`config.mk`:
```
export PLATFORM = sky130hd
export DESIGN_NAME = alu_iterative_flat
export DESIGN_NICKNAME = d
export VERILOG_FILES = /design/src/rtl/alu_iterative_if.sv /design/src/rtl/alu_iterative.sv /design/src/flat_wrapper.sv
export SDC_FILE = /design/constraint.sdc
export NUM_CORES = 1
export LEC_CHECK = 0
export CAP_MARGIN = 5
export CORE_MARGIN = 2
export CORE_UTILIZATION = 30
export CTS_BUF_LIST = sky130_fd_sc_hd__clkbuf_16
export DETAILED_ROUTE_END_ITERATION = 6
export SLEW_MARGIN = 5
export SYNTH_ARGS = -nofsm -noshare
export SYNTH_HDL_FRONTEND = slang
export SYNTH_SLANG_ARGS = --single-unit
```
`constraint.sdc`:
```
create_clock -name clk -period 6 [get_ports clk]
set_input_delay 1.2 -clock clk [delete_from_list [all_inputs] [get_ports clk]]
set_output_delay 1.2 -clock clk [all_outputs]
set_load 0.03 [all_outputs]
```
`src/rtl/alu_iterative_if.sv`:
```
// Operand/result bundle between the controller and the iterative ALU.
// The controller drives the request side; the ALU returns the result and status.
`timescale 1ns/1ps
interface alu_iterative_if #(
  parameter int WIDTH = 32
);
  logic             start;
  logic [3:0]       ALUControl;
  logic [WIDTH-1:0] SrcA;
  logic [WIDTH-1:0] SrcB;
  logic [WIDTH-1:0] ALUResult;
  logic             Zero;
  logic             busy;
  logic             done;

  modport master (
    output start, ALUControl, SrcA, SrcB,
    input  ALUResult, Zero, busy, done
  );

  modport slave (
    input  start, ALUControl, SrcA, SrcB,
    output ALUResult, Zero, busy, done
  );
endinterface

```
`src/rtl/alu_iterative.sv`:
```
// Multi-cycle execute-stage ALU: logic/arith/compare finish in one cycle,
// shifts move one bit per cycle through a single shift register.
//
//   state | meaning
//   IDLE  | waiting for start; single-cycle ops complete from here
//   SHIFT | iterative shift in progress, busy=1
`timescale 1ns/1ps
module alu_iterative #(
  parameter int WIDTH = 32
) (
  input  logic           clk,
  input  logic           reset,
  alu_iterative_if.slave bus
);

  localparam int SHW = $clog2(WIDTH);

  localparam logic [3:0] OP_ADD = 4'b0000;
  localparam logic [3:0] OP_SUB = 4'b0001;
  localparam logic [3:0] OP_AND = 4'b0010;
  localparam logic [3:0] OP_OR  = 4'b0011;
  localparam logic [3:0] OP_SLL = 4'b0100;
  localparam logic [3:0] OP_SLT = 4'b0101;
  localparam logic [3:0] OP_XOR = 4'b0110;
  localparam logic [3:0] OP_SRL = 4'b0111;
  localparam logic [3:0] OP_SRA = 4'b1000;

  typedef enum logic {
    IDLE  = 1'b0,
    SHIFT = 1'b1
  } state_t;

  state_t           state_q, state_d;
  logic [WIDTH-1:0] shreg_q, shreg_d;
  logic [SHW-1:0]   cnt_q,   cnt_d;
  logic             left_q,  left_d;
  logic             fill_q,  fill_d;
  logic [WIDTH-1:0] result_q, result_d;
  logic             done_q,  done_d;

  logic [SHW-1:0]   shamt;
  logic             is_shift;
  logic             slt_bit;
  logic [WIDTH-1:0] op_result;
  logic [WIDTH-1:0] shifted;

  assign shamt    = bus.SrcB[SHW-1:0];
  assign is_shift = (bus.ALUControl == OP_SLL) || (bus.ALUControl == OP_SRL) ||
                    (bus.ALUControl == OP_SRA);
  assign slt_bit  = $signed(bus.SrcA) < $signed(bus.SrcB);

  // Shift codes resolve to SrcA here; that value is only used when k=0.
  always_comb begin
    op_result = '0;
    case (bus.ALUControl)
      OP_ADD:  op_result = bus.SrcA + bus.SrcB;
      OP_SUB:  op_result = bus.SrcA - bus.SrcB;
      OP_AND:  op_result = bus.SrcA & bus.SrcB;
      OP_OR:   op_result = bus.SrcA | bus.SrcB;
      OP_XOR:  op_result = bus.SrcA ^ bus.SrcB;
      OP_SLT:  op_result = {{(WIDTH-1){1'b0}}, slt_bit};
      OP_SLL,
      OP_SRL,
      OP_SRA:  op_result = bus.SrcA;
      default: op_result = '0;
    endcase
  end

  assign shifted = left_q ? {shreg_q[WIDTH-2:0], 1'b0}
                          : {fill_q, shreg_q[WIDTH-1:1]};

  always_comb begin
    state_d  = state_q;
    shreg_d  = shreg_q;
    cnt_d    = cnt_q;
    left_d   = left_q;
    fill_d   = fill_q;
    result_d = result_q;
    done_d   = 1'b0;
    case (state_q)
      IDLE: begin
        if (bus.start) begin
          if (is_shift && (shamt != '0)) begin
            shreg_d = bus.SrcA;
            cnt_d   = shamt;
            left_d  = (bus.ALUControl == OP_SLL);
            fill_d  = (bus.ALUControl == OP_SRA) && bus.SrcA[WIDTH-1];
            state_d = SHIFT;
          end else begin
            result_d = op_result;
            done_d   = 1'b1;
          end
        end
      end
      SHIFT: begin
        shreg_d = shifted;
        cnt_d   = cnt_q - SHW'(1);
        if (cnt_q == SHW'(1)) begin
          result_d = shifted;
          done_d   = 1'b1;
          state_d  = IDLE;
        end
      end
      default: state_d = IDLE;
    endcase
  end

  always_ff @(posedge clk) begin
    if (!reset) begin
      state_q  <= IDLE;
      shreg_q  <= '0;
      cnt_q    <= '0;
      left_q   <= 1'b0;
      fill_q   <= 1'b0;
      result_q <= '0;
      done_q   <= 1'b0;
    end else begin
      state_q  <= state_d;
      shreg_q  <= shreg_d;
      cnt_q    <= cnt_d;
      left_q   <= left_d;
      fill_q   <= fill_d;
      result_q <= result_d;
      done_q   <= done_d;
    end
  end

  assign bus.ALUResult = result_q;
  assign bus.Zero      = (result_q == '0);
  assign bus.busy      = (state_q == SHIFT);
  assign bus.done      = done_q;

endmodule

```
`src/flat_wrapper.sv`:
```
// flat-port wrapper written by rule: the top's interface ports become plain ports
module alu_iterative_flat 
#(
  parameter int WIDTH = 32
)
  (clk, reset, bus_start, bus_ALUControl, bus_SrcA, bus_SrcB, bus_ALUResult, bus_Zero, bus_busy, bus_done);
  alu_iterative_if #(.WIDTH(WIDTH)) bus_i ();
  input  logic clk;
  input  logic reset;
  input wire logic [$bits(bus_i.start)-1:0] bus_start;
  input wire logic [$bits(bus_i.ALUControl)-1:0] bus_ALUControl;
  input wire logic [$bits(bus_i.SrcA)-1:0] bus_SrcA;
  input wire logic [$bits(bus_i.SrcB)-1:0] bus_SrcB;
  output wire logic [$bits(bus_i.ALUResult)-1:0] bus_ALUResult;
  output wire logic [$bits(bus_i.Zero)-1:0] bus_Zero;
  output wire logic [$bits(bus_i.busy)-1:0] bus_busy;
  output wire logic [$bits(bus_i.done)-1:0] bus_done;
  assign bus_i.start = bus_start;
  assign bus_i.ALUControl = bus_ALUControl;
  assign bus_i.SrcA = bus_SrcA;
  assign bus_i.SrcB = bus_SrcB;
  assign bus_ALUResult = bus_i.ALUResult;
  assign bus_Zero = bus_i.Zero;
  assign bus_busy = bus_i.busy;
  assign bus_done = bus_i.done;
  alu_iterative #(.WIDTH(WIDTH)) u_core (.clk(clk), .reset(reset), .bus(bus_i));
endmodule
```
Yosys cells after proc, flatten, opt, wreduce, memory -nomap -nowiden

Index checks and enable logic that the tools add are counted.

Register bits after elaboration: 73
Latch bits: 0
Bits in writable memories: 0
Bits in read-only memories: 0
Memories kept: 0

Add/subtract/negate cells: 3
Multiply operators: 0
Div/mod/pow operators: 0
Order comparisons: 1
Equal/unequal tests: 13
Shift operators: 0
Multiplexer cells: 20
Bitwise logic cells: 4
Reductions and logical operators: 11

Operator list:

| kind                                                                | count |
|---|---|
| 32-bit case mux with 7 select lines                                 | 1 |
| 32-bit 2-to-1 mux                                                   | 6 |
| 32-bit case mux with 2 select lines                                 | 2 |
| 32-bit adder                                                        | 1 |
| 32-bit AND                                                          | 1 |
| 32-bit zero test                                                    | 1 |
| 32-bit less-than comparator                                         | 1 |
| 32-bit OR                                                           | 1 |
| 32-bit subtractor                                                   | 1 |
| 32-bit bitwise XOR                                                  | 1 |
| 4-bit by 3-bit == test with 1-bit output (second input constant)    | 4 |
| 5-bit 2-to-1 mux                                                    | 2 |
| 5-bit case mux with 2 select lines                                  | 1 |
| 4-bit by 2-bit == test with 1-bit output (second input constant)    | 2 |
| 1-bit 2-to-1 mux                                                    | 6 |
| 2-bit != test (second input constant)                               | 3 |
| 3-bit AND reduction                                                 | 2 |
| 5-bit by 1-bit == test with 1-bit output (second input constant)    | 1 |
| 5-bit nonzero test                                                  | 1 |
| 5-bit by 1-bit subtractor with 5-bit output (second input constant) | 1 |
| 4-bit by 1-bit == test with 1-bit output (second input constant)    | 1 |
| 4-bit == test (second input constant)                               | 1 |
| 4-bit zero test                                                     | 1 |
| 1-bit case mux with 2 select lines                                  | 2 |
| other kinds (6)                                                     | 8 |

Depth between registers and ports, before layout

Depth in word-level cells: 7
Gate-level depth with buffers: 12
Depth with buffers taken out: 12

Worst setup path before layout

Ideal clock, no wire load.

Kind: input-to-reg
Start point: input port bus_SrcA[0]
End point: register u_core.result_q[26], in the netlist u_core.bus.ALUResult[26]
Library setup time: 0.124 ns
Arrival: 3.503 ns
Data required time: 5.876 ns
Setup slack: 2.372 ns
Cell stages on the path: 12
Cell sequence: inv_1 > ha_1 > fa_1 > nor3_1 > o311ai_1 > a21oi_1 > nor3_2 > o41ai_4 > a21boi_1 > xnor2_1 > a221oi_2 > nor4b_2

Word-level cells in the longest chain between the ends: 5
Elaborated cells on any way between the ends: 6

RTL lines:

| what                                              | RTL line                                 | text |
|---|---|---|
| from (decl)                                       | flat_wrapper.sv:12                       | `input wire logic [$bits(bus_i.SrcA)-1:0] bus_SrcA;` |
| 32-bit subtractor or 32-bit adder (tied branches) | alu_iterative.sv:57, alu_iterative.sv:56 |  |
| 32-bit case mux with 7 select lines *             | alu_iterative.sv:55                      | `case (bus.ALUControl)` |
| 32-bit 2-to-1 mux *                               | alu_iterative.sv:83                      | `if (is_shift && (shamt != '0)) begin` |
| 32-bit 2-to-1 mux *                               | alu_iterative.sv:82                      | `if (bus.start) begin` |
| 32-bit case mux with 2 select lines *             | alu_iterative.sv:80                      | `case (state_q)` |
| to (signal assigned)                              | alu_iterative.sv:123                     | `result_q <= result_d;` |
| to (decl)                                         | alu_iterative.sv:38                      | `logic [WIDTH-1:0] result_q, result_d;` |

Every way passes the cells marked *; elsewhere a longest branch is shown, timed or not. The select of a mux whose other input is x is not followed.
A chain may end at the register's enable or synchronous reset.

Worst setup path after layout

Start point: input port bus_SrcA[7]
End point: register u_core.result_q[31], in the netlist u_core.bus.ALUResult[31]

The elaborated chain is that of the path after synthesis.

==> impl_metrics.env <==
export IMPL_placed_area_um2=10600
export IMPL_slew_headroom=0.282
export IMPL_drive_above_1_share=0.0696
export IMPL_yosysUniqueCellTypes=90
export IMPL_hpwl_mm=26.5
export IMPL_dieArea_um2=32200
export IMPL_cts_sinks=73
export IMPL_vias=9879
export IMPL_die_x_um=179
export IMPL_path_class="in2reg"
export IMPL_insertion_delay_ns=0.36
export IMPL_synth_edf_count=0
export IMPL_synth_seq_cells=73
export IMPL_post_place_cells=1689
export IMPL_fin_crit_ns=4.45
export IMPL_tns_ns=0
export IMPL_h_tree_depth=3
export IMPL_rows=64
export IMPL_p_per_area_nw_per_um2=170
export IMPL_wirelength_mm=35.6
export IMPL_grt_start_max_net_pins=78
export IMPL_p_leak_nw=4.37
export IMPL_die_h_um=179
export IMPL_instances_no_fill=1704
export IMPL_hold_viol_final=0
export IMPL_n_antenna_cell=0
export IMPL_ios=106
export IMPL_path_clk_slew_ns=0.06
export IMPL_critPathArrivalTime_ns=4.73
export IMPL_maxSlewViolCount=0
export IMPL_critical_path_max_stage_delay_ns=0.61
export IMPL_post_route_util=0.358
export IMPL_clockBufferDepth=2
export IMPL_crit_chain="clkdlybuf4s50_1, inv_1, ha_1, inv_1, o31ai_1, a31oi_1, a21oi_2, a21oi_2, o31ai_1, o211ai_1, mux2_2, a21oi_1"
export IMPL_end_kind="register"
export IMPL_core_area_um2=30400
export IMPL_grt_pass1_wl_mm=56.4
export IMPL_ctsRootBufferMaster="clkbuf_16"
export IMPL_netlist_area_um2=9230
export IMPL_cts_hold_buf=0
export IMPL_worst_ep_required_time_ns=6.28
export IMPL_setup_worst_path_start_class="input pin"
export IMPL_holdWs_ns=0.526
export IMPL_ir_worst_vdd_v=0.000141
export IMPL_avgSynthCellArea_um2=7.37
export IMPL_drtIter0Drc=828
export IMPL_cp_max_fo=10
export IMPL_postRouteAntennaNets=0
export IMPL_wl_per_cell_um=20.9
export IMPL_fin_skew_ns=0.00858
export IMPL_cts_buffers=9
export IMPL_gp_congestion=0.937
export IMPL_setup_viol=0
export IMPL_fin_crit_sh=0.742
export IMPL_detail_route_first_pass_iterations=5
export IMPL_post_cts_setup_buffer_count=0
export IMPL_synth_top_area_frac=0.158
export IMPL_via_per_inst=5.80
export IMPL_ys_seq_area_frac=0.158
export IMPL_netlist_instances=1253
export IMPL_cts_tree="yes"
export IMPL_yosys_warnings=0
export IMPL_grt_use_total=0.217
export IMPL_max_freq_mhz=225
export IMPL_drc_errors=0
export IMPL_final_cell_mix="115 x ha_1, 112 x nand2_1, 104 x clkdlybuf4s50_1"
export IMPL_hp_class="reg2reg"
export IMPL_crit_slowest_cell="clkdlybuf4s50_1"
export IMPL_initial_core_util=0.303
export IMPL_cap_violations=0
export IMPL_status="complete, no violations"
export IMPL_final_nets=1492
export IMPL_areaGrowthSynthToFinish_pct=17.9
export IMPL_rsz0062_at_grt="false"
export IMPL_port_buffers=105
export IMPL_antenna_found_initial=0
export IMPL_final_common_cell="ha_1"
export IMPL_synth_area_top_cells="dfxtp_1 16%, ha_1 16%, a21oi_1 5.5%, o21ai_0 4.6%, nand2_1 4.6%"
export IMPL_grt_pass1_vias=9712
export IMPL_ff2ff_setup_slack_ns=3.21
export IMPL_final_area_um2=10900
export IMPL_async_flop_share=0
export IMPL_netlist_top_cell_by_area="dfxtp_1"
export IMPL_synth_nets=1441
export IMPL_worstMarginPinSlew_ns=1.08
export IMPL_overflow=0
export IMPL_cts_resized=0
export IMPL_ys_flop_type="dfxtp_1"
-- registers in the layout (all words and copies together) (netlist names) --
register	cells
u_core.bus.ALUResult	32
u_core.bus.busy	1
u_core.bus.done	1
u_core.cnt_q	5
u_core.fill_q	1
u_core.left_q	1
u_core.shreg_q	32
-- area by class of cell --
cell class / count / area, um^2
Fill cell: 3280 / 19500
Multi-Input combinational cell: 996 / 7090
Sequential cell: 73 / 1460
Timing Repair Buffer: 129 / 1230
Tap cell: 396 / 495
Inverter: 95 / 357
Clock buffer: 9 / 225
Clock inverter: 6 / 27.5
-- cells in the mapped netlist (all sizes together), types with 7 or more instances --
| cell type | instances |
|---|---|
| ha | 115 |
| nand2 | 112 |
| a21oi | 104 |
| o21ai | 97 |
| inv | 94 |
| nor2 | 94 |
| dfxtp | 73 |
| clkbuf | 67 |
| mux2i | 38 |
| o211ai | 28 |
| and2 | 24 |
| mux2 | 24 |
| nand3 | 24 |
| nor3 | 24 |
| a221oi | 22 |
| buf | 22 |
| nor2b | 22 |
| a31oi | 19 |
| nor4 | 19 |
| a211oi | 15 |
| nand4 | 13 |
| o21a | 13 |
| a221o | 12 |
| a21o | 11 |
| xnor2 | 10 |
| o211a | 9 |
| o31ai | 9 |
| nand2b | 8 |
| o22ai | 7 |
| o41ai | 7 |
| or3 | 7 |
-- power breakdown --
group | internal [W] | total, W | switching (W)
Combinational | 0.000302 | 0.000793 | 0.000491
Clock | 0.000272 | 0.000505 | 0.000233
Sequential | 0.000515 | 0.000548 | 0.0000328
Total | 0.00109 | 0.00185 | 0.000757
-- worst paths after layout --
kind,startpoint,endpoint,depth (start not counted)
max,bus_SrcA[7],u_core.bus.ALUResult[31]$_SDFFE_PN0P_,12
min,u_core.bus.ALUResult[18]$_SDFFE_PN0P_,u_core.bus.ALUResult[18]$_SDFFE_PN0P_,2
max reg2reg,u_core.left_q$_SDFFE_PN0P_,u_core.bus.ALUResult[14]$_SDFFE_PN0P_,7
min reg2reg,u_core.bus.ALUResult[18]$_SDFFE_PN0P_,u_core.bus.ALUResult[18]$_SDFFE_PN0P_,2
-- through the flow --
stage	worst slack (ns)	total power, W
5_1_grt	1.27	0.00194
6_report	1.55	0.00185
2_1_floorplan	2.37	0.00105
3_5_place_dp	1.28	0.00134
4_1_cts	1.62	0.00185
3_3_place_gp	1.24	0.00133
-- cells by family after synthesis --
family	Yosys count	synth area share
AO/OA/AOI/OAI	428	0.321
XOR/XNOR	14	0.0133
adder cells (fa/ha/maj)	117	0.160
buffers and inverters	184	0.0785
flip-flops	73	0.158
multiplexers	62	0.0705
AND/OR/NAND/NOR	375	0.198
-- worst max-delay path: cells and delay by family --
family | cells | cell delay, ns
muxes | 1 | 0.28
AOI/OAI and AO/OA | 7 | 1.95
buffers and inverters | 3 | 0.83
adders and majority gates | 1 | 0.46
-- per-layer routing --
| metal | wire, um | up-vias | GRT usage |
|---|---|---|---|
| met5 | 0 | - | 0 |
| met4 | 1200 | 0 | 0.0803 |
| met3 | 1760 | 64 | 0.0267 |
| met2 | 16700 | 352 | 0.364 |
| met1 | 15900 | 4770 | 0.285 |
| li1 | - | 4693 | - |
Power figures use the tool's default switching activity.
